--- config.mk ---
export PLATFORM = sky130hd
export DESIGN_NAME = uart_flow_fifo
export DESIGN_NICKNAME = d
export VERILOG_FILES = /design/src/rtl/uart_flow_fifo.sv
export SDC_FILE = /design/constraint.sdc
export NUM_CORES = 1
export LEC_CHECK = 0
export BUFFER_PORTS_ARGS = -buffer_cell sky130_fd_sc_hd__clkbuf_2
export CORE_MARGIN = 10
export CORE_UTILIZATION = 44
export DETAILED_ROUTE_END_ITERATION = 10
export GPL_ROUTABILITY_DRIVEN = 0
export REMOVE_ABC_BUFFERS = 1
export SYNTH_ARGS = -nofsm -noshare
export SYNTH_HDL_FRONTEND = slang
export SYNTH_SLANG_ARGS = --single-unit
--- constraint.sdc ---
create_clock -name clk -period 6.9 [get_ports clk]
set_input_delay 0.69 -clock clk [delete_from_list [all_inputs] [get_ports clk]]
set_output_delay 0.69 -clock clk [all_outputs]
set_load 0.05 [all_outputs]
--- src/rtl/uart_flow_fifo.sv ---
// Byte FIFO between uart_rx and uart_tx with a registered output stage and
// RTS/CTS hysteresis flow control, which is enabled by the macro UART_FIFO_FLOW_CTRL_EN.
module uart_flow_fifo #(
  parameter int DEPTH  = 16,
  parameter int CTS_HI = 12,
  parameter int CTS_LO = 4
) (
  input  logic                     clk,
  input  logic                     rst,
  input  logic [7:0]               byte_in_data,
  input  logic                     byte_in_valid,
  output logic                     byte_in_ready,
  output logic [7:0]               byte_out_data,
  output logic                     byte_out_valid,
  input  logic                     byte_out_ready,
  input  logic                     rts_n_in,
  output logic                     cts_n_out,
  output logic [$clog2(DEPTH):0]   level
);

  localparam int PW = $clog2(DEPTH);
  localparam int LW = PW + 1;
  typedef logic [LW-1:0] lvl_t;
  localparam lvl_t DEPTH_L = lvl_t'(DEPTH);

  logic [7:0]    mem_q [DEPTH];
  logic [PW-1:0] wr_ptr_q, wr_ptr_d;
  logic [PW-1:0] rd_ptr_q, rd_ptr_d;
  lvl_t          level_q, level_d;
  logic          out_valid_q, out_valid_d;
  logic [7:0]    out_data_q, out_data_d;

  logic in_fire, out_fire, ram_empty, load_ok, load_en, bypass, ram_wr, ram_rd;

  assign byte_in_ready = !rst && (level_q < DEPTH_L);
  assign in_fire       = byte_in_valid && byte_in_ready;
  assign out_fire      = out_valid_q && byte_out_ready;

  // level_q counts the output register too, so the RAM is empty when only
  // the output register (if anything) holds a byte.
  assign ram_empty = (level_q == {{PW{1'b0}}, out_valid_q});

`ifdef UART_FIFO_FLOW_CTRL_EN
  assign load_ok = !rts_n_in;
`else
  assign load_ok = 1'b1;
`endif

  // An empty RAM with a byte arriving feeds the output register directly,
  // giving one cycle of latency from input to output.
  assign load_en = (!out_valid_q || out_fire) && load_ok && (!ram_empty || in_fire);
  assign bypass  = load_en && ram_empty;
  assign ram_rd  = load_en && !ram_empty;
  assign ram_wr  = in_fire && !bypass;

  always_comb begin
    // NOTE: every next-state signal gets a default first so no latch is inferred.
    wr_ptr_d    = wr_ptr_q;
    rd_ptr_d    = rd_ptr_q;
    level_d     = level_q;
    out_valid_d = out_valid_q;
    out_data_d  = out_data_q;

    if (ram_wr) wr_ptr_d = wr_ptr_q + 1'b1;
    if (ram_rd) rd_ptr_d = rd_ptr_q + 1'b1;

    unique case ({in_fire, out_fire})
      2'b10:   level_d = level_q + 1'b1;
      2'b01:   level_d = level_q - 1'b1;
      default: level_d = level_q;
    endcase

    if (load_en) begin
      out_valid_d = 1'b1;
      out_data_d  = bypass ? byte_in_data : mem_q[rd_ptr_q];
    end else if (out_fire) begin
      out_valid_d = 1'b0;
    end
  end

  always_ff @(posedge clk) begin
    // NOTE: state registers use non-blocking assignments so every flop samples pre-edge values.
    if (rst) begin
      wr_ptr_q    <= '0;
      rd_ptr_q    <= '0;
      level_q     <= '0;
      out_valid_q <= 1'b0;
      out_data_q  <= 8'h00;
    end else begin
      wr_ptr_q    <= wr_ptr_d;
      rd_ptr_q    <= rd_ptr_d;
      level_q     <= level_d;
      out_valid_q <= out_valid_d;
      out_data_q  <= out_data_d;
    end
  end

  // NOTE: storage is deliberately not reset; the pointers alone define which entries are live.
  always_ff @(posedge clk) begin
    if (ram_wr) mem_q[wr_ptr_q] <= byte_in_data;
  end

`ifdef UART_FIFO_FLOW_CTRL_EN
  localparam lvl_t CTS_HI_L = lvl_t'(CTS_HI);
  localparam lvl_t CTS_LO_L = lvl_t'(CTS_LO);
  logic cts_q, cts_d;

  always_comb begin
    cts_d = cts_q;
    if (level_q >= CTS_HI_L)      cts_d = 1'b1;
    else if (level_q <= CTS_LO_L) cts_d = 1'b0;
  end

  always_ff @(posedge clk) begin
    if (rst) cts_q <= 1'b0;
    else     cts_q <= cts_d;
  end

  assign cts_n_out = cts_q;
`else
  localparam int unused_cfg = CTS_HI + CTS_LO;
  logic unused_rts;
  assign unused_rts = rts_n_in;
  assign cts_n_out  = 1'b0;
`endif

  assign byte_out_valid = out_valid_q;
  assign byte_out_data  = out_data_q;
  assign level          = level_q;

endmodule

==> metrics, run 1 <==
outcome complete, no violations; Max stage delay on crit path 370 ps; WL per Instance 21.20 um; CP endpoint kind flip-flop; #FFs+latches synth 154; Post-synth EDFFs 128; H-tree depth 4; crit path max-delay cell type clkbuf_2; Logic pwr share 0.237; worst hold slack 527.5 ps; syn avg cell area 17.53 um^2; CTS tree built; Setup CP Type input port to flip-flop; Setup crit end level[2]$_SDFFE_PP0P_; Reg2Reg Setup Slack 4430 ps; drt first pass iters 4; CTS Buffer Depth 2; Worst Path Arrival 3070 ps; register area share after synthesis 0.6858; vias in the first global route 3311; Worst-Skew Late Latency 420 ps; minimum clock period 2733 ps; HP Class flip-flop to flip-flop; IO Count 29; P_int 1.814 mW; Fin Clk Skew 5.556 ps; Total Wirelength 12380 um; count leader, synth edfxtp_1; synthesis-to-layout area growth 12.78%; Worst Slack Setup Final 4167 ps; ys flop type edfxtp_1; met2 WL post-DR 6135 um; met3 routed WL 661 um; top fanout value on the critical path 30; # rows 43; GRT overflow 0; synth top area cells edfxtp_1 60%, mux4_2 11%, dfxtp_1 8.2%, ha_1 1.8%, mux2i_1 1.7%; FF+latch area 4365 um^2; YS warnings 0; worst vdd ir 0.1692 mV; worst reg2reg path startpoint level[4]$_SDFFE_PP0P_; TritonCTS Buffers 17; Detail Route Antenna Nets 0; Synth area leader edfxtp_1; initial antenna violation count 0; vias 3316; post-CTS resize count 0; cts hold-fix bufs 0; # Post-CTS Setup Buffers 0; Initial Util 0.4532; CORE AREA 14040 um^2; Pins Over Slew Limit 0; Fmax 365.9 MHz; fraction of layout cells with a size suffix above 1 0.2376; max cap viols 0; Worst Setup SP rst; top cells by instance count after synthesis 128 x edfxtp_1, 32 x mux4_2, 26 x dfxtp_1, 14 x and3_1, 13 x nor2_1; Fill cells 1144; vias per inst 5.678; clk sinks 154; Root Driver clkbuf_16; Crit path required time 7240 ps; Power Density 368.2 nW/um^2; ys async rst share 0; clock power share 0.334; CTS clk-pin slew, worst paths 60 ps; leakage power 2.403 nW; setup tns final 0 ps; dpl cell area 6618 um^2; Inst Count DP 552; Initial DRC Count 305; Final Hold Fails 0; IO Port Bufs 26; Total GRT Usage 0.1299; Rel. slew slack 0.4942; Worst-Margin Slew 754.2 ps; Critical Path, Cell by Cell clkbuf_2 > nor3b_2 > inv_1 > ha_1 > xor2_1 > ha_1 > a21oi_1 > xor2_1 > or3_1 > a21oi_1; Tcrit/Tclk final 0.3960; multi-input logic area 1844 um^2; M1 WL 5417 um; Final Cell Area 7177 um^2; top sig layer met4; DP HPWL 7667 um; CP Launch Type input port; cell count of the worst reg-to-reg path 8; sequential share of power 0.429; switching part of the total power 0.3135; final setup fails 0; distinct cell type count after synthesis 53; Setup WS pre-CTS 3721 ps; DRC Markers 0; post-layout util 0.5111; Die Wd 140.3 um; RSZ-0062 raised after global routing no; Overall Power 2.642 mW; post-synth top area share 0.6040; die area 19670 um^2; Post-Layout Cell Count 584; Syn Inst Count 363; Final #Nets 413; first-pass GRT wire length 19470 um; Diodes inserted 0; die height 140.3 um; largest net degree at the start of global routing 33; FF-to-FF End level[4]$_SDFFE_PP0P_; Post-Syn Area 6364 um^2; sw power 0.8285 mW
[logic make-up (layout without fill, tap and decap cells)]
group / after synthesis / in the layout / synth area share
flip-flops: 154 / 154 / 0.6858
adder cells (fa/ha/maj): 9 / 9 / 0.01770
multiplexers: 44 / 44 / 0.1347
AND/OR/NAND/NOR: 78 / 78 / 0.07471
XOR/XNOR: 10 / 10 / 0.01376
other: 1 / 1 / 0.0005893
buffers and inverters: 27 / 68 / 0.02438
AO/OA/AOI/OAI: 40 / 40 / 0.04837
[flip-flops by register name, indices dropped and copies added, names as in the netlist, named ones only]
signal,flops
wr_ptr_q,4
rd_ptr_q,4
level,5
byte_out_data,8
byte_out_valid,1
mem_q,128
[area by class of cell]
class	instances	share of cell area
inverter	6	0.003138
multi-input combinational	182	0.2570
sequential	154	0.6083
tap	180	0.03138
clock inverter	12	0.01709
clock buffer	20	0.06084
timing repair buffer	30	0.02232
[power by group through the flow]
stage	clock network (mW)	logic, mW	registers, mW
after detailed placement	0	0.630	1.15
after CTS	0.899	0.632	1.13
final	0.882	0.626	1.13
after global routing	0.945	0.677	1.14
after floorplan	0	0.341	1.27
after global placement	0	0.622	1.15
[worst max-delay path, delay by kind of cell]
family          cells  cell delay, ps
compound gates      2             290
fa+ha+maj           2             590
simple gates        2             690
buf+inv             2             510
xor+xnor            2             290
[worst min path at each step]
stage | from | endpoint | slack [ps] | cells past startpoint
6_report | byte_out_data[6]$_SDFFE_PP0P_ | byte_out_data[6]$_SDFFE_PP0P_ | 530 | 2
5_1_grt | wr_ptr_q[3]$_SDFFE_PP0P_ | wr_ptr_q[3]$_SDFFE_PP0P_ | 540 | 1
4_1_cts | wr_ptr_q[3]$_SDFFE_PP0P_ | wr_ptr_q[3]$_SDFFE_PP0P_ | 520 | 1
3_5_place_dp | wr_ptr_q[3]$_SDFFE_PP0P_ | wr_ptr_q[3]$_SDFFE_PP0P_ | 520 | 1
3_3_place_gp | wr_ptr_q[3]$_SDFFE_PP0P_ | wr_ptr_q[3]$_SDFFE_PP0P_ | 500 | 1
2_1_floorplan | wr_ptr_q[3]$_SDFFE_PP0P_ | wr_ptr_q[3]$_SDFFE_PP0P_ | 480 | 1
[routing by layer]
layer | vias to the layer above | track usage
met5 | - | 0
met4 | 0 | 0.05054
met3 | 14 | 0.03347
met2 | 90 | 0.2034
met1 | 1698 | 0.1688
li1 | 1514 | -
[cells in the final DEF (no fill, tap or decap), types with 6 or more instances in the layout]
cell,synthesis,layout
mux4_2,32,32
nor2_1,13,13
mux2i_1,11,11
edfxtp_1,128,128
dfxtp_1,26,25
nor2b_1,10,10
clkbuf_16,0,17
a211oi_1,9,9
clkbuf_2,1,26
a21oi_1,6,6
nor4_1,7,7
xor2_1,6,6
o22ai_1,8,8
and2_1,9,9
and3_1,14,14
ha_1,9,9
(Power assumes the default switching activity.)
==> inputs of run 2 (changes only) <==
Clock period 6.9 ns to 2.4 ns, I/O delays scaled along.
==> metrics, run 2 (synthesized netlist as in run 1, its figures left out) <==
outcome complete, no violations (unchanged); vias 3339 (was 3316); Initial Util 0.4532 (unchanged); most common cell after layout, fill and taps aside edfxtp_1 (unchanged); GRT overflow 0 (unchanged); Post-Layout Cell Count 599 (was 584); # rows 43 (unchanged); WL per Instance 21.47 um (was 21.20 um); Worst Path Arrival 2220 ps (was 3070 ps); # Post-CTS Setup Buffers 0 (unchanged); synthesis-to-layout area growth 15.75% (was 12.78%); largest net degree at the start of global routing 33 (unchanged); Initial DRC Count 316 (was 305); Worst Slack Setup Final 230.1 ps (was 4167 ps); post-layout util 0.5245 (was 0.5111); fraction of layout cells with a size suffix above 1 0.2721 (was 0.2376); Diodes inserted 0 (unchanged); worst vdd ir 0.6053 mV (was 0.1692 mV); CORE AREA 14040 um^2 (unchanged); DP HPWL 8311 um (was 7667 um); max reg flops 128 (unchanged); Tcrit/Tclk final 0.9041; DRC Markers 0 (unchanged); Detail Route Antenna Nets 0 (unchanged); drt first pass iters 4 (unchanged); initial antenna violation count 0 (unchanged); M1 WL 5695 um (was 5417 um); Final Hold Fails 0 (unchanged); Fmax 460.9 MHz; die area 19670 um^2 (unchanged); H-tree depth 4 (unchanged); IO Count 29 (unchanged); Total GRT Usage 0.1366 (was 0.1299); post-CTS resize count 0 (unchanged); Crit path required time 2450 ps (was 7240 ps); Final #Nets 428 (was 413); final setup fails 0 (unchanged); Worst-Skew Late Latency 420 ps (about the same); dpl cell area 6768 um^2 (was 6618 um^2); CTS Buffer Depth 2 (unchanged); TritonCTS Buffers 17 (unchanged); Pins Over Slew Limit 0 (unchanged); leakage power 2.522 nW (was 2.403 nW); vias in the first global route 3571 (was 3311); die height 140.3 um (unchanged); Total Wirelength 12860 um (was 12380 um); Final Cell Area 7366 um^2 (was 7177 um^2); clk sinks 154 (unchanged); max cap viols 0 (unchanged); met3 routed WL 636 um (was 661 um); Rel. slew slack 0.5164 (was 0.4942); CP Launch Type flip-flop (was input port); Root Driver clkbuf_16 (unchanged); setup tns final 0 ps (unchanged); CTS clk-pin slew, worst paths 60 ps (about the same); Biggest register mem_q (unchanged); Power Density 1069 nW/um^2 (was 368.2 nW/um^2); HP Class input port to flip-flop (was flip-flop to flip-flop); vias per inst 5.574 (was 5.678); first-pass GRT wire length 20530 um (was 19470 um); met2 WL post-DR 6388 um (was 6135 um); most frequent cells in the layout 128 x edfxtp_1, 32 x mux4_2, 26 x clkbuf_2, 25 x dfxtp_1, 17 x clkbuf_16 (unchanged); Die Wd 140.3 um (unchanged); CTS tree built (unchanged); top fanout value on the critical path 15 (was 30); RSZ-0062 raised after global routing no (unchanged); IO Port Bufs 26 (unchanged); top sig layer met4 (unchanged); minimum clock period 2170 ps; cts hold-fix bufs 0 (unchanged); Worst-Margin Slew 721.0 ps (was 754.2 ps); Fin Clk Skew 5.552 ps (was 5.556 ps); Setup WS pre-CTS 261.4 ps (was 3721 ps); Inst Count DP 567 (was 552); Setup CP Type flip-flop to flip-flop (was input port to flip-flop); CP endpoint kind flip-flop (unchanged)
==> run 2: changes by cell type in the layout (fill, tap and decap cells not counted), sizes merged <==
cell / previous run / this run
buf: 4 / 19
clkbuf: 46 / 49
clkinvlp: 2 / 0
inv: 7 / 5
bufinv: 2 / 3
==> run 2: layout make-up <==
cell class	instances	area [um^2]
Clock buffer	23	478.0
Clock inverter	9	120.1
Fill cell	1122	6676
Inverter	6	22.52
Multi-Input combinational cell	182	1844
Sequential cell	154	4365
Tap cell	180	225.2
Timing Repair Buffer	45	310.3
==> run 2: report_power, final <==
part           switching, mW  internal [mW]  leakage (nW)
Clock                  0.964           1.71         0.300
Combinational           1.23          0.718         0.856
Sequential             0.170           3.08          1.37
==> run 2: worst max-delay path, cell delays in order, from the launching register on <==
cell and delay [ps]:
dfxtp_1 430, nand2b_1 250, a31oi_2 510, and3_1 610
==> run 2: worst paths after layout <==
check | from | end | slack (ps) | cells past startpoint
min reg2reg | rd_ptr_q[3]$_SDFFE_PP0P_ | rd_ptr_q[3]$_SDFFE_PP0P_ | 530 | 2
max | byte_out_valid$_SDFFE_PP0P_ | mem_q[2][3]$_DFFE_PP_ | 230 | 3
max reg2reg | byte_out_valid$_SDFFE_PP0P_ | mem_q[2][3]$_DFFE_PP_ | 230 | 3
min | byte_in_data[2] | mem_q[7][2]$_DFFE_PP_ | 260 | 1
==> run 2: stage by stage <==
step | hold slack, ps | power (mW)
floorplan | 309.1 | 4.623
global route | 280.9 | 8.245
CTS | 246.5 | 7.947
finish | 259.8 | 7.874
global placement | 499.9 | 5.236
detailed placement | 513.9 | 5.274
==> run 2: layer usage <==
layer	global-route usage	up-vias
met4	0.05000	0
li1	-	1542
met5	0	-
met3	0.03989	11
met2	0.2148	67
met1	0.1753	1719
==> inputs of run 3 (changes only) <==
Settings changed: ABC_AREA from default to 1, TNS_END_PERCENT from default to 5.
==> metrics, run 3 <==
Fmax 488.1 MHz (was 460.9 MHz); first-pass GRT wire length 25150 um (was 20530 um); clk sinks 154 (unchanged); Fin Clk Skew 7.718 ps (was 5.552 ps); CP Launch Type flip-flop (unchanged); largest net degree at the start of global routing 65 (was 33); synth top area cells edfxtp_1 57%, nand2_1 13%, dfxtp_1 7.7%, nand3_1 7.0%, inv_1 4.6% (was edfxtp_1 60%, mux4_2 11%, dfxtp_1 8.2%, ha_1 1.8%, mux2i_1 1.7%); initial antenna violation count 0 (unchanged); met1 Use GR 0.1912 (was 0.1753); die height 144.3 um (was 140.3 um); post-synthesis mux area share 0 (was 0.1347); simple-gate share of the synthesized area 0.2360 (was 0.07471); RSZ-0062 raised after global routing no (unchanged); IO Port Bufs 26 (unchanged); CTS Buffer Depth 2 (unchanged); Rel. slew slack 0.6144 (was 0.5164); Setup WS pre-CTS 393.5 ps (was 261.4 ps); Synth area leader edfxtp_1 (unchanged); Total GRT Usage 0.1614 (was 0.1366); grt met3 use 0.05182 (was 0.03989); Power Density 996.1 nW/um^2 (was 1069 nW/um^2); Pins Over Slew Limit 0 (unchanged); CTS tree built (unchanged); Tcrit/Tclk final 0.8537 (was 0.9041); Die Wd 144.3 um (was 140.3 um); Total Wirelength 15970 um (was 12860 um); distinct cell type count after synthesis 28 (was 53); minimum clock period 2049 ps (was 2170 ps); DRC Markers 0 (unchanged); Worst Path Arrival 2410 ps (was 2220 ps); worst hold slack 243.3 ps (was 259.8 ps); GRT overflow 0 (unchanged); Diodes inserted 0 (unchanged); syn avg cell area 9.772 um^2 (was 17.53 um^2); post-layout util 0.5169 (was 0.5245); worst vdd ir 0.6226 mV (was 0.6053 mV); synthesized-area fraction occupied by adder cells 0.01656 (was 0.01770); post-CTS resize count 0 (unchanged); count leader, synth nand2_1 (was edfxtp_1); most common cell after layout, fill and taps aside nand2_1 (was edfxtp_1); Biggest register mem_q (unchanged); setup tns final 0 ps (unchanged); Inst Count DP 907 (was 567); drt first pass iters 5 (was 4); YS warnings 0 (unchanged); register area share after synthesis 0.6416 (was 0.6858); H-tree depth 4 (unchanged); Post-synth EDFFs 128 (unchanged); post-synth top area share 0.5651 (was 0.6040); # rows 45 (was 43); DP HPWL 10250 um (was 8311 um); ys flop type edfxtp_1 (unchanged); Post-Layout Cell Count 939 (was 599); Detail Route Antenna Nets 0 (unchanged); Initial DRC Count 314 (was 316); top fanout value on the critical path 5 (was 15); Worst Slack Setup Final 351.0 ps (was 230.1 ps); busiest grt layer met2 (unchanged); HP Class input port to flip-flop (unchanged); max reg flops 128 (unchanged); final setup fails 0 (unchanged); Final Hold Fails 0 (unchanged); Compound-Gate Fraction of Synth Area 0.02447 (was 0.04837); leakage power 3.356 nW (was 2.522 nW); vias 4768 (was 3339); synthesis-to-layout area growth 15.53% (was 15.75%); most frequent cells in the layout 229 x nand2_1, 128 x edfxtp_1, 95 x nand3_1, 84 x inv_1, 39 x nor2_1 (was 128 x edfxtp_1, 32 x mux4_2, 26 x clkbuf_2, 25 x dfxtp_1, 17 x clkbuf_16); vias per inst 5.078 (was 5.574); met2 usage 0.2689 (was 0.2148); fraction of layout cells with a size suffix above 1 0.1385 (was 0.2721); Root Driver clkbuf_16 (unchanged); ys async rst share 0 (unchanged); top cells by instance count after synthesis 229 x nand2_1, 128 x edfxtp_1, 95 x nand3_1, 84 x inv_1, 39 x nor2_1 (was 128 x edfxtp_1, 32 x mux4_2, 26 x dfxtp_1, 14 x and3_1, 13 x nor2_1); Syn Inst Count 696 (was 363); Final #Nets 760 (was 428); TritonCTS Buffers 17 (unchanged); #FFs+latches synth 154 (unchanged); main combinational cell family by area after synthesis simple AND/OR/NAND/NOR gates (was multiplexers); Initial Util 0.4474 (was 0.4532); CTS clk-pin slew, worst paths 60 ps (about the same); Worst-Margin Slew 577.7 ps (was 721.0 ps); Worst-Skew Late Latency 430 ps (was 420 ps); # Post-CTS Setup Buffers 0 (unchanged); max cap viols 0 (unchanged); Setup CP Type flip-flop to flip-flop (unchanged); Crit path required time 2760 ps (was 2450 ps); Post-Synth XOR/XNOR Area 0.01030 (was 0.01376); cts hold-fix bufs 0 (unchanged); CORE AREA 15200 um^2 (was 14040 um^2); vias in the first global route 4773 (was 3571); CP endpoint kind flip-flop (unchanged); outcome complete, no violations (unchanged); Post-Syn Area 6802 um^2 (was 6364 um^2); WL per Instance 17.01 um (was 21.47 um); IO Count 29 (unchanged); die area 20830 um^2 (was 19670 um^2)
-- run 3: cell count changes after synthesis, sizes merged, moves of 10 or more --
| cell | before | now |
|---|---|---|
| nor2 | 13 | 47 |
| inv | 5 | 88 |
| and3 | 14 | 0 |
| nor2b | 10 | 0 |
| nand2 | 4 | 234 |
| mux4 | 33 | 0 |
| mux2i | 11 | 0 |
| nand3 | 2 | 96 |
| a21oi | 6 | 19 |
-- run 3: cell families (layout without fill, tap and decap cells) --
family,Yosys count,in the layout
AOI/OAI and AO/OA,30,30
xor gates and xnor gates,8,8
adders and majority gates,9,9
buffers and inverters,117,172
DFF,154,154
other,1,1
and+or+nand+nor,377,377
-- run 3: layout make-up --
type / instances / area [um^2]
fill: 1369 / 7345
multi-input combinational: 425 / 1958
clock inverter: 14 / 178.9
timing repair buffer: 51 / 355.3
tap: 188 / 235.2
sequential: 154 / 4365
inverter: 89 / 335.3
clock buffer: 18 / 429.2
-- run 3: critical path, stage by stage (launching register included) --
cell	delay (ps)
dfxtp_1	430
nor2_2	80
nand2_2	110
ha_1	280
xor2_1	240
ha_1	200
a21o_1	120
nand3_1	90
nand2_1	110
xor2_1	150
nand2_1	60
a21oi_1	120
-- run 3: final timing paths --
check                                                endpoint  cells after the start                           from  slack [ps]
worst max register to register          level[4]$_SDFFE_PP0P_                     11          level[4]$_SDFFE_PP0P_         350
worst min register to register  byte_out_data[6]$_SDFFE_PP0P_                      2  byte_out_data[6]$_SDFFE_PP0P_         480
worst min-delay path              byte_out_valid$_SDFFE_PP0P_                      4                 byte_out_ready         240
worst max-delay path                    level[4]$_SDFFE_PP0P_                     11          level[4]$_SDFFE_PP0P_         350
-- run 3: routing by layer --
metal	vias to the layer above	wire (um)	share of wire
met5	-	0	0
met4	0	349	0.022
met3	27	904	0.057
met2	126	7915	0.50
met1	2279	6799	0.43
li1	2336	-	-
-- run 3: per-stage QoR --
| stage | cell area [um^2] | power [mW] |
|---|---|---|
| floorplan | 6658 | 4.452 |
| global placement | 7249 | 5.092 |
| detailed placement | 7249 | 5.129 |
| CTS | 7858 | 7.875 |
| global route | 7858 | 8.223 |
| finish | 7858 | 7.827 |
-- run 3: power breakdown --
part           switching, mW  internal [mW]
Clock                   1.04           1.72
Sequential             0.103           3.01
Combinational           1.39          0.552
Total                   2.54           5.29
